## src/rtl/state_sequencer.sv

```systemverilog
// LC-3b microsequencer: walks the fetch/decode/execute microstates, stalls on memory,
// counts retired instructions and halts on illegal opcodes or a memory watchdog timeout.
module state_sequencer #(
  parameter int WD_MAX = 255
) (
  input  logic        clk,
  input  logic        reset,
  input  logic        run,
  input  logic [15:0] IR,
  input  logic        N,
  input  logic        Z,
  input  logic        P,
  input  logic        mem_ready,
  output logic [4:0]  StateID,
  output logic        mem_req,
  output logic        instr_done,
  output logic [15:0] retired,
  output logic        err,
  output logic        halted
);

  typedef enum logic [4:0] {
    S0  = 5'd0,  S1  = 5'd1,  S2  = 5'd2,  S3  = 5'd3,  S4  = 5'd4,
    S5  = 5'd5,  S6  = 5'd6,  S7  = 5'd7,  S8  = 5'd8,  S9  = 5'd9,
    S10 = 5'd10, S11 = 5'd11, S13 = 5'd13, S15 = 5'd15, S18 = 5'd18,
    S19 = 5'd19, S21 = 5'd21, S22 = 5'd22, S23 = 5'd23, S24 = 5'd24,
    S25 = 5'd25, S26 = 5'd26, S28 = 5'd28, S29 = 5'd29, S30 = 5'd30
  } state_t;

  localparam logic [7:0] WD_LIM = 8'(WD_MAX);

  state_t     state;
  state_t     next;
  logic [7:0] wd;
  logic       ben;
  logic       stall;
  logic       wd_fire;
  logic       retire;
  logic       unused_ir;

  assign unused_ir = &{1'b0, IR[8:0]};
  assign StateID   = state;
  assign mem_req   = state inside {S1, S2, S15, S18, S24, S25, S28};
  assign ben       = (IR[11] & N) | (IR[10] & Z) | (IR[9] & P);
  assign stall     = mem_req & ~mem_ready;
  assign wd_fire   = stall & (wd == WD_LIM);
  // Fetch from IDLE is not a retirement; holding in state 1 is not a new entry.
  assign retire    = (next == S1) && (state != S0) && (state != S1);

  always_comb begin
    next = S22;
    case (state)
      S0:  next = run ? S1 : S0;
      S1:  next = S2;
      S2:  next = S3;
      S3: begin
        case (IR[15:12])
          4'b0001, 4'b0101, 4'b1001, 4'b1101: next = S4;
          4'b0000: next = ben ? S6 : S1;
          4'b1100: next = S7;
          4'b0100: next = S8;
          4'b1110: next = S10;
          4'b0010: next = S13;
          4'b0110: next = S23;
          4'b0011: next = S26;
          4'b0111: next = S29;
          default: next = S22;
        endcase
      end
      S4:  next = S5;
      S5:  next = S1;
      S6:  next = S1;
      S7:  next = S1;
      S8:  next = S9;
      S9:  next = S1;
      S10: next = S11;
      S11: next = S1;
      S13: next = S15;
      S15: next = S21;
      S21: next = S1;
      S23: next = S24;
      S24: next = S18;
      S18: next = S19;
      S19: next = S1;
      S26: next = S28;
      S28: next = S1;
      S29: next = S25;
      S25: next = S30;
      S30: next = S1;
      S22: next = S22;
      default: next = S22;
    endcase
    // A memory stall overrides the advance; an expired watchdog forces HALT.
    if (stall) next = wd_fire ? S22 : state;
  end

  always_ff @(posedge clk) begin
    if (reset) begin
      state      <= S0;
      instr_done <= 1'b0;
      retired    <= 16'h0000;
      err        <= 1'b0;
      halted     <= 1'b0;
      wd         <= 8'h00;
    end else begin
      state      <= next;
      instr_done <= retire;
      halted     <= (next == S22);
      if (retire) retired <= retired + 16'h0001;
      if (wd_fire) err <= 1'b1;
      // Any state change restarts the count, so it is zero on entry to each wait state.
      if (next != state) wd <= 8'h00;
      else if (stall)    wd <= wd + 8'h01;
    end
  end

endmodule

```

## config.mk

```make
export PLATFORM = sky130hd
export DESIGN_NAME = state_sequencer
export DESIGN_NICKNAME = d
export VERILOG_FILES = /design/src/rtl/state_sequencer.sv
export SDC_FILE = /design/constraint.sdc
export NUM_CORES = 1
export LEC_CHECK = 0
export ABC_AREA = 1
export BUFFER_PORTS_ARGS = -buffer_cell sky130_fd_sc_hd__buf_4
export CORE_MARGIN = 8
export CORE_UTILIZATION = 50
export DETAILED_ROUTE_END_ITERATION = 7
export PLACE_DENSITY = 0.7
export SLEW_MARGIN = 20
export SYNTH_ARGS = -nofsm -noshare
export SYNTH_HDL_FRONTEND = slang
export SYNTH_SLANG_ARGS = --single-unit
```

## constraint.sdc

```tcl
create_clock -name clk -period 2.3 [get_ports clk]
set_input_delay 0.46 -clock clk [delete_from_list [all_inputs] [get_ports clk]]
set_output_delay 0.46 -clock clk [all_outputs]
set_load 0.03 [all_outputs]
```

==> run_results.csv, run 1 <==
group,metric,value,unit
critical_path,slowest_delay,0.36,ns
floorplan,die_w,84.5,um
min_path,hold_class,"reg -> reg",
critical_path,cp_data_arrival_time,2.31,ns
drt,route.detailed.drc,0,
timing,fin_skew,0.00803,ns
clock_network,insertion_delay,0.29,ns
clock_network,cts_hold_buf,0,
power,power_density,1080,nW/um2
timing,rsz0062_at_grt,"no",
final_layout,layoutNonFillerInstCount,471,
final_layout,num-fill-cells,469,
clock_network,ctsRootBufferMaster,"clkbuf_8",
global_route,grt_max_degree,25,
drt,antenna_left,0,
drt,routed_wl,5780,um
drt,drt_pass1_iterations,5,
floorplan,num_rows,25,
logic_synthesis,postSynthAreaPerCell,6.40,um2
clock_network,numCtsBuffers,5,
final_layout,num_antenna_cells,0,
logic_synthesis,synth_largest_area_cell,"dfxtp_1",
placed_design,port_buffers,38,
placed_design,dp_hpwl,4390,um
floorplan,start_util,0.506,
drt,vias_per_cell,5.28,
final_layout,multi_input_area,1470,um2
critical_path,endpoint_kind,"register",
timing,relSlewSlack,0.789,
critical_path,cpLargestDelayFamily,"simple AND/OR/NAND/NOR gates",
power,vdd_drop_max,0.683,mV
timing,hold_viol,0,
final_layout,drive_gt1_frac,0.240,
critical_path,reg2reg_depth,17,
drt,drt_iter0_markers,141,
floorplan,ios,48,
job,max_cap_violations,0,
placed_design,placedCellCount,463,
final_layout,utilization,0.615,
logic_synthesis,ys_types,34,
critical_path,critPathKind,"reg -> reg",
final_layout,area_delta_synth_final,21.6,%
global_route,grt_usage,0.171,
critical_path,path_cells,"buf_12 > nand2_1 > inv_1 > nand3_2 > nand2_1 > inv_2 > nand3_4 > nand2_4 > buf_4 > nand2_4 > nand2_2 > clkinv_2 > nand2_4 > nor2_8 > buf_4 > nand3_1 > a21oi_1",
logic_synthesis,yosysSeqAreaShare,0.273,
final_layout,regArea,648,um2
power,power,3.09,mW
critical_path,cp_slowest_cell,"dfxtp_1",
logic_synthesis,ys_seq_elements,32,
outcome,status,"completed",
critical_path,cp.required,2.52,ns
timing,setup_violations,0,
global_route,antenna_found_initial,0,
clock_network,clk_pin_slew_worst_paths,0.07,ns
logic_synthesis,syn_inst,366,
critical_path,cp.depth,17,
power,p_leak,1.27,nW
timing,post-route-min-period,2.09,ns
clock_network,cts_tree,"yes",
critical_path,path_max_fanout,13,
logic_synthesis,syn_nets,391,
placed_design,gp_routability_congestion,0.915,
placed_design,placed_area,2740,um2
critical_path,critPathLaunchType,"register",
timing,fmax,479,MHz
global_route,overflow,0,
critical_path,worst-path-buf-inv,6,
global_route,grt_first_pass_wirelength,10500,um
clock_network,postCtsSetupBuffers,0,
final_layout,stdcell_area,2850,um2
floorplan,core_area,4630,um2
floorplan,die-area,7130,um2
min_path,worstHoldPathCells,2,
timing,max_slew.worst_pin.slew,0.315,ns
critical_path,cp_common_cell,"nand2_4",
timing,drv_slew,0,
floorplan,die_y,84.5,um
timing,setup-tns-final,0,ns
final_layout,fin_nets,441,
global_route,grt_pass1_vias,2488,
clock_network,cts_sinks,32,
logic_synthesis,synth_top_area_share,0.273,
clock_network,h-tree-depth,2,
drt,vias,2488,
logic_synthesis,syn_area,2340,um2
logic_synthesis,synth_area_leaders,"dfxtp_1, nand2_1, nand3_1",
drt,post_drt_wl_per_cell,12.3,um
logic_synthesis,yosys_warnings,0,
timing,period_share,0.909,
clock_network,clock_path_buffers,2,
[flip-flops by register name (all words and copies together) (netlist names)]
| name | cells |
|---|---|
| StateID | 5 |
| err | 1 |
| halted | 1 |
| instr_done | 1 |
| retired | 16 |
| wd | 8 |
[placed cells by master, fill, tap and decap left out, drive strengths merged]
cell,Yosys,final
nand3b,1,1
ha,2,2
nand3,55,55
a21boi,1,1
nand4,6,6
nor4,1,1
a21oi,22,22
o21ai,11,11
clkinv,2,3
o211ai,2,2
nor3,6,6
o21bai,1,1
o21a,1,1
nand2,92,92
xnor2,12,12
dfxtp,32,32
inv,40,41
xor2,9,9
clkbuf,2,6
buf,8,53
nor2,60,60
[cell type report]
| type | instances | share of cell area |
|---|---|---|
| clock buffer | 6 | 0.0290 |
| sequential | 32 | 0.227 |
| tap | 54 | 0.0237 |
| multi-input combinational | 282 | 0.516 |
| clock inverter | 2 | 0.00351 |
| timing repair buffer | 53 | 0.144 |
| inverter | 42 | 0.0558 |
[report_power, final]
group,total (mW),internal (mW),switching [mW]
combinational,1.95,0.711,1.24
clock,0.454,0.239,0.215
sequential,0.685,0.610,0.0746
[per-stage QoR]
step	hold WS [ns]	setup slack, ns
finish	0.492	0.210
global route	0.520	0.00147
CTS	0.499	0.138
detailed placement	0.482	0.101
global placement	0.467	0.145
floorplan	0.506	0.00644
[kinds of logic after synthesis]
family	after synthesis	synth area share
adder cells (fa/ha/maj)	2	0.0107
buffers and inverters	52	0.102
AND/OR/NAND/NOR	221	0.447
XOR/XNOR	21	0.0785
flip-flops	32	0.273
AO/OA/AOI/OAI	38	0.0881
[worst paths after layout]
check	start	end	slack, ns
worst max-delay path	StateID[0]	retired[1]	0.21
worst min-delay path	retired[15]	retired[15]	0.49
worst max register to register	StateID[0]	retired[1]	0.21
worst min register to register	retired[15]	retired[15]	0.49
[repair_timing]
item                                    CTS  global route
gates resized for setup                   0             8
endpoints found under the hold margin     0             0
endpoints found under the setup margin    0            24
[per-layer routing]
metal	part of all wire	vias to the layer above	global-route usage
met1	0.44	1140	0.187
met5	0	-	0
met4	0.011	0	0.0761
li1	-	1280	-
met3	0.049	8	0.0371
met2	0.50	60	0.309
[worst reg2reg max path: cells and delay by family (launching register included)]
kind	cells	cell delay, ns
AO/OA/AOI/OAI	1	0.13
AND/OR/NAND/NOR	10	0.85
buffers and inverters	6	0.70
flip-flops	1	0.36
[cell usage after synthesis (all sizes together)]
cell type   n
nor3        6
clkbuf      2
a21oi      22
o21a        1
o21ai      11
buf         8
nor2       60
dfxtp      32
nand3b      1
inv        40
clkinv      2
o211ai      2
o21bai      1
ha          2
nand4       6
xor2        9
nand3      55
nor4        1
a21boi      1
nand2      92
xnor2      12
No activity file was read; power rests on OpenSTA's default activity.
==> run 2: changes to the inputs <==
- ABC_AREA: 1 -> default
==> run_results.csv, run 2 <==
group,metric,value,unit
timing,fin_ws,-0.227,ns
logic_synthesis,ys_seq_elements,32,
power,p_leak,1.41,nW
critical_path,worstSetupStartpoint,"StateID[2]",
drt,route.detailed.drc,0,
critical_path,endpoint,"retired[7]",
global_route,grt_usage,0.201,
final_layout,num_antenna_cells,0,
timing,drv_slew,0,
global_route,grt_max_degree,25,
global_route,grt_pass1_vias,2592,
logic_synthesis,postSynthAreaPerCell,8.05,um2
job,max_cap_violations,0,
drt,routed_wl,7270,um
logic_synthesis,yosys_warnings,0,
timing,relSlewSlack,0.716,
global_route,grt_first_pass_wirelength,12000,um
critical_path,critPathLaunchType,"register",
placed_design,placed_area,3030,um2
power,power_density,1340,nW/um2
global_route,antenna_found_initial,0,
drt,vias,2633,
final_layout,drive_gt1_frac,0.454,
placed_design,gp_routability_congestion,0.861,
min_path,hold_class,"reg -> reg",
floorplan,ios,48,
clock_network,ctsRootBufferMaster,"clkbuf_8",
floorplan,core_area,4350,um2
global_route,overflow,0,
clock_network,cts_sinks,32,
clock_network,h-tree-depth,2,
placed_design,port_buffers,38,
placed_design,placedCellCount,417,
critical_path,critPathKind,"reg -> reg",
final_layout,largest_reg_flops,16,
outcome,status,"finished with violations",
drt,vias_per_cell,5.90,
logic_synthesis,synth_top_area_share,0.285,
critical_path,reg2reg_to,"retired[7]",
final_layout,multi_input_area,1610,um2
logic_synthesis,synth_area_leaders,"dfxtp_1, a21oi_1, o21ai_0",
timing,max_slew.worst_pin.slew,0.427,ns
final_layout,layoutNonFillerInstCount,446,
final_layout,utilization,0.807,
min_path,worstHoldPathCells,2,
critical_path,cp_data_arrival_time,2.74,ns
drt,post_drt_wl_per_cell,16.3,um
logic_synthesis,syn_nets,304,
timing,period_share,1.10,
critical_path,path_max_fanout,5,
critical_path,endpoint_kind,"register",
logic_synthesis,syn_inst,279,
timing,fin_skew,0.00483,ns
drt,antenna_left,0,
logic_synthesis,synth_flop_cell,"dfxtp_1",
logic_synthesis,synth_largest_area_cell,"dfxtp_1",
floorplan,die_y,83.0,um
final_layout,layout_common_cells,"buf_4, dfxtp_1, a21oi_1",
critical_path,cp.required,2.51,ns
placed_design,dp_hpwl,4650,um
logic_synthesis,synth_edf_count,0,
clock_network,cts_hold_buf,0,
logic_synthesis,yosysMostFrequentCell,"dfxtp_1",
floorplan,die_w,83.0,um
timing,post-route-min-period,2.53,ns
floorplan,start_util,0.516,
logic_synthesis,synthTopCellsByCount,"dfxtp_1, a21oi_1, o21ai_0, nand2_1, nor2_1",
floorplan,die-area,6890,um2
floorplan,num_rows,24,
timing,setup_violations,22,
final_layout,regArea,657,um2
drt,drt_pass1_iterations,4,
drt,drt_iter0_markers,166,
clock_network,insertion_delay,0.28,ns
timing,hold_viol,0,
clock_network,cts_tree,"yes",
clock_network,clock_path_buffers,2,
final_layout,regMostFlops,"retired",
logic_synthesis,yosysSeqAreaShare,0.285,
critical_path,regToRegStartpoint,"StateID[2]",
logic_synthesis,async_reset_ff_frac,0,
clock_network,numCtsBuffers,5,
timing,fmax,396,MHz
logic_synthesis,syn_area,2250,um2
outcome,violations,"negative setup slack",
final_layout,fin_nets,418,
final_layout,area_delta_synth_final,56.5,%
final_layout,num-fill-cells,266,
final_layout,stdcell_area,3510,um2
timing,rsz0062_at_grt,"yes",
power,vdd_drop_max,0.976,mV
critical_path,reg2reg_depth,9,
logic_synthesis,ys_types,60,
critical_path,r2r_slack,-0.23,ns
final_layout,final_common_cell,"buf_4",
clock_network,clk_pin_slew_worst_paths,0.07,ns
## run 2: repair_timing
item	in CTS	in global routing
setup endpoints to repair	15	25
buffers inserted	19	2
hold endpoints to repair	0	0
pin swaps	29	4
resized for setup	33	17
## run 2: how the worst min path moves through the flow
stage,startpoint,end,slack [ns]
floorplan,wd[7],wd[7],0.52
global placement,err,err,0.46
detailed placement,err,err,0.47
CTS,err,err,0.49
global route,err,err,0.53
finish,err,err,0.49
## run 2: area by class of cell
type	count	share of cell area
clock buffer	8	0.0345
inverter	8	0.00854
multi-input combinational	220	0.459
sequential	32	0.187
tap	52	0.0185
timing repair buffer	126	0.293
## run 2: metal layers
| metal | GRT usage | wire (um) |
|---|---|---|
| met2 | 0.354 | 3640 |
| met1 | 0.224 | 3130 |
| met3 | 0.0449 | 337 |
| met4 | 0.0863 | 157 |
| met5 | 0 | 0 |
## run 2: per-stage QoR
stage | TNS (ns) | setup slack [ns] | hold slack [ns] | power, mW
finish | -2.19 | -0.227 | 0.488 | 4.70
global route | -4.55 | -0.316 | 0.533 | 4.98
global placement | -4.87 | -0.281 | 0.462 | 3.31
floorplan | 0 | 0.00122 | 0.520 | 2.32
CTS | -0.459 | -0.0459 | 0.485 | 4.46
detailed placement | -4.88 | -0.317 | 0.469 | 3.33
## run 2: cells by family (layout without fill, tap and decap cells)
kind of cell	after synthesis	count (layout)	synth area share
flops	32	32	0.285
compound gates	88	88	0.269
mux	4	4	0.0178
simple gates	117	117	0.313
xor+xnor	9	9	0.0351
fa+ha+maj	2	2	0.0111
buf+inv	27	142	0.0691
## run 2: critical path, cell delays in order, from the launching register on
cell,delay [ns]
dfxtp_4,0.37
buf_6,0.14
nor4b_4,0.33
a311oi_4,0.10
nor4_4,0.33
a22o_4,0.22
nand4_4,0.13
buf_6,0.16
or4_1,0.53
a21oi_1,0.16
## run 2: report_power, final
part | internal (mW) | switching, mW | leakage (nW)
Clock | 0.338 | 0.207 | 0.0627
Sequential | 0.632 | 0.125 | 0.262
Combinational | 1.73 | 1.67 | 1.09
Total | 2.70 | 2.00 | 1.41
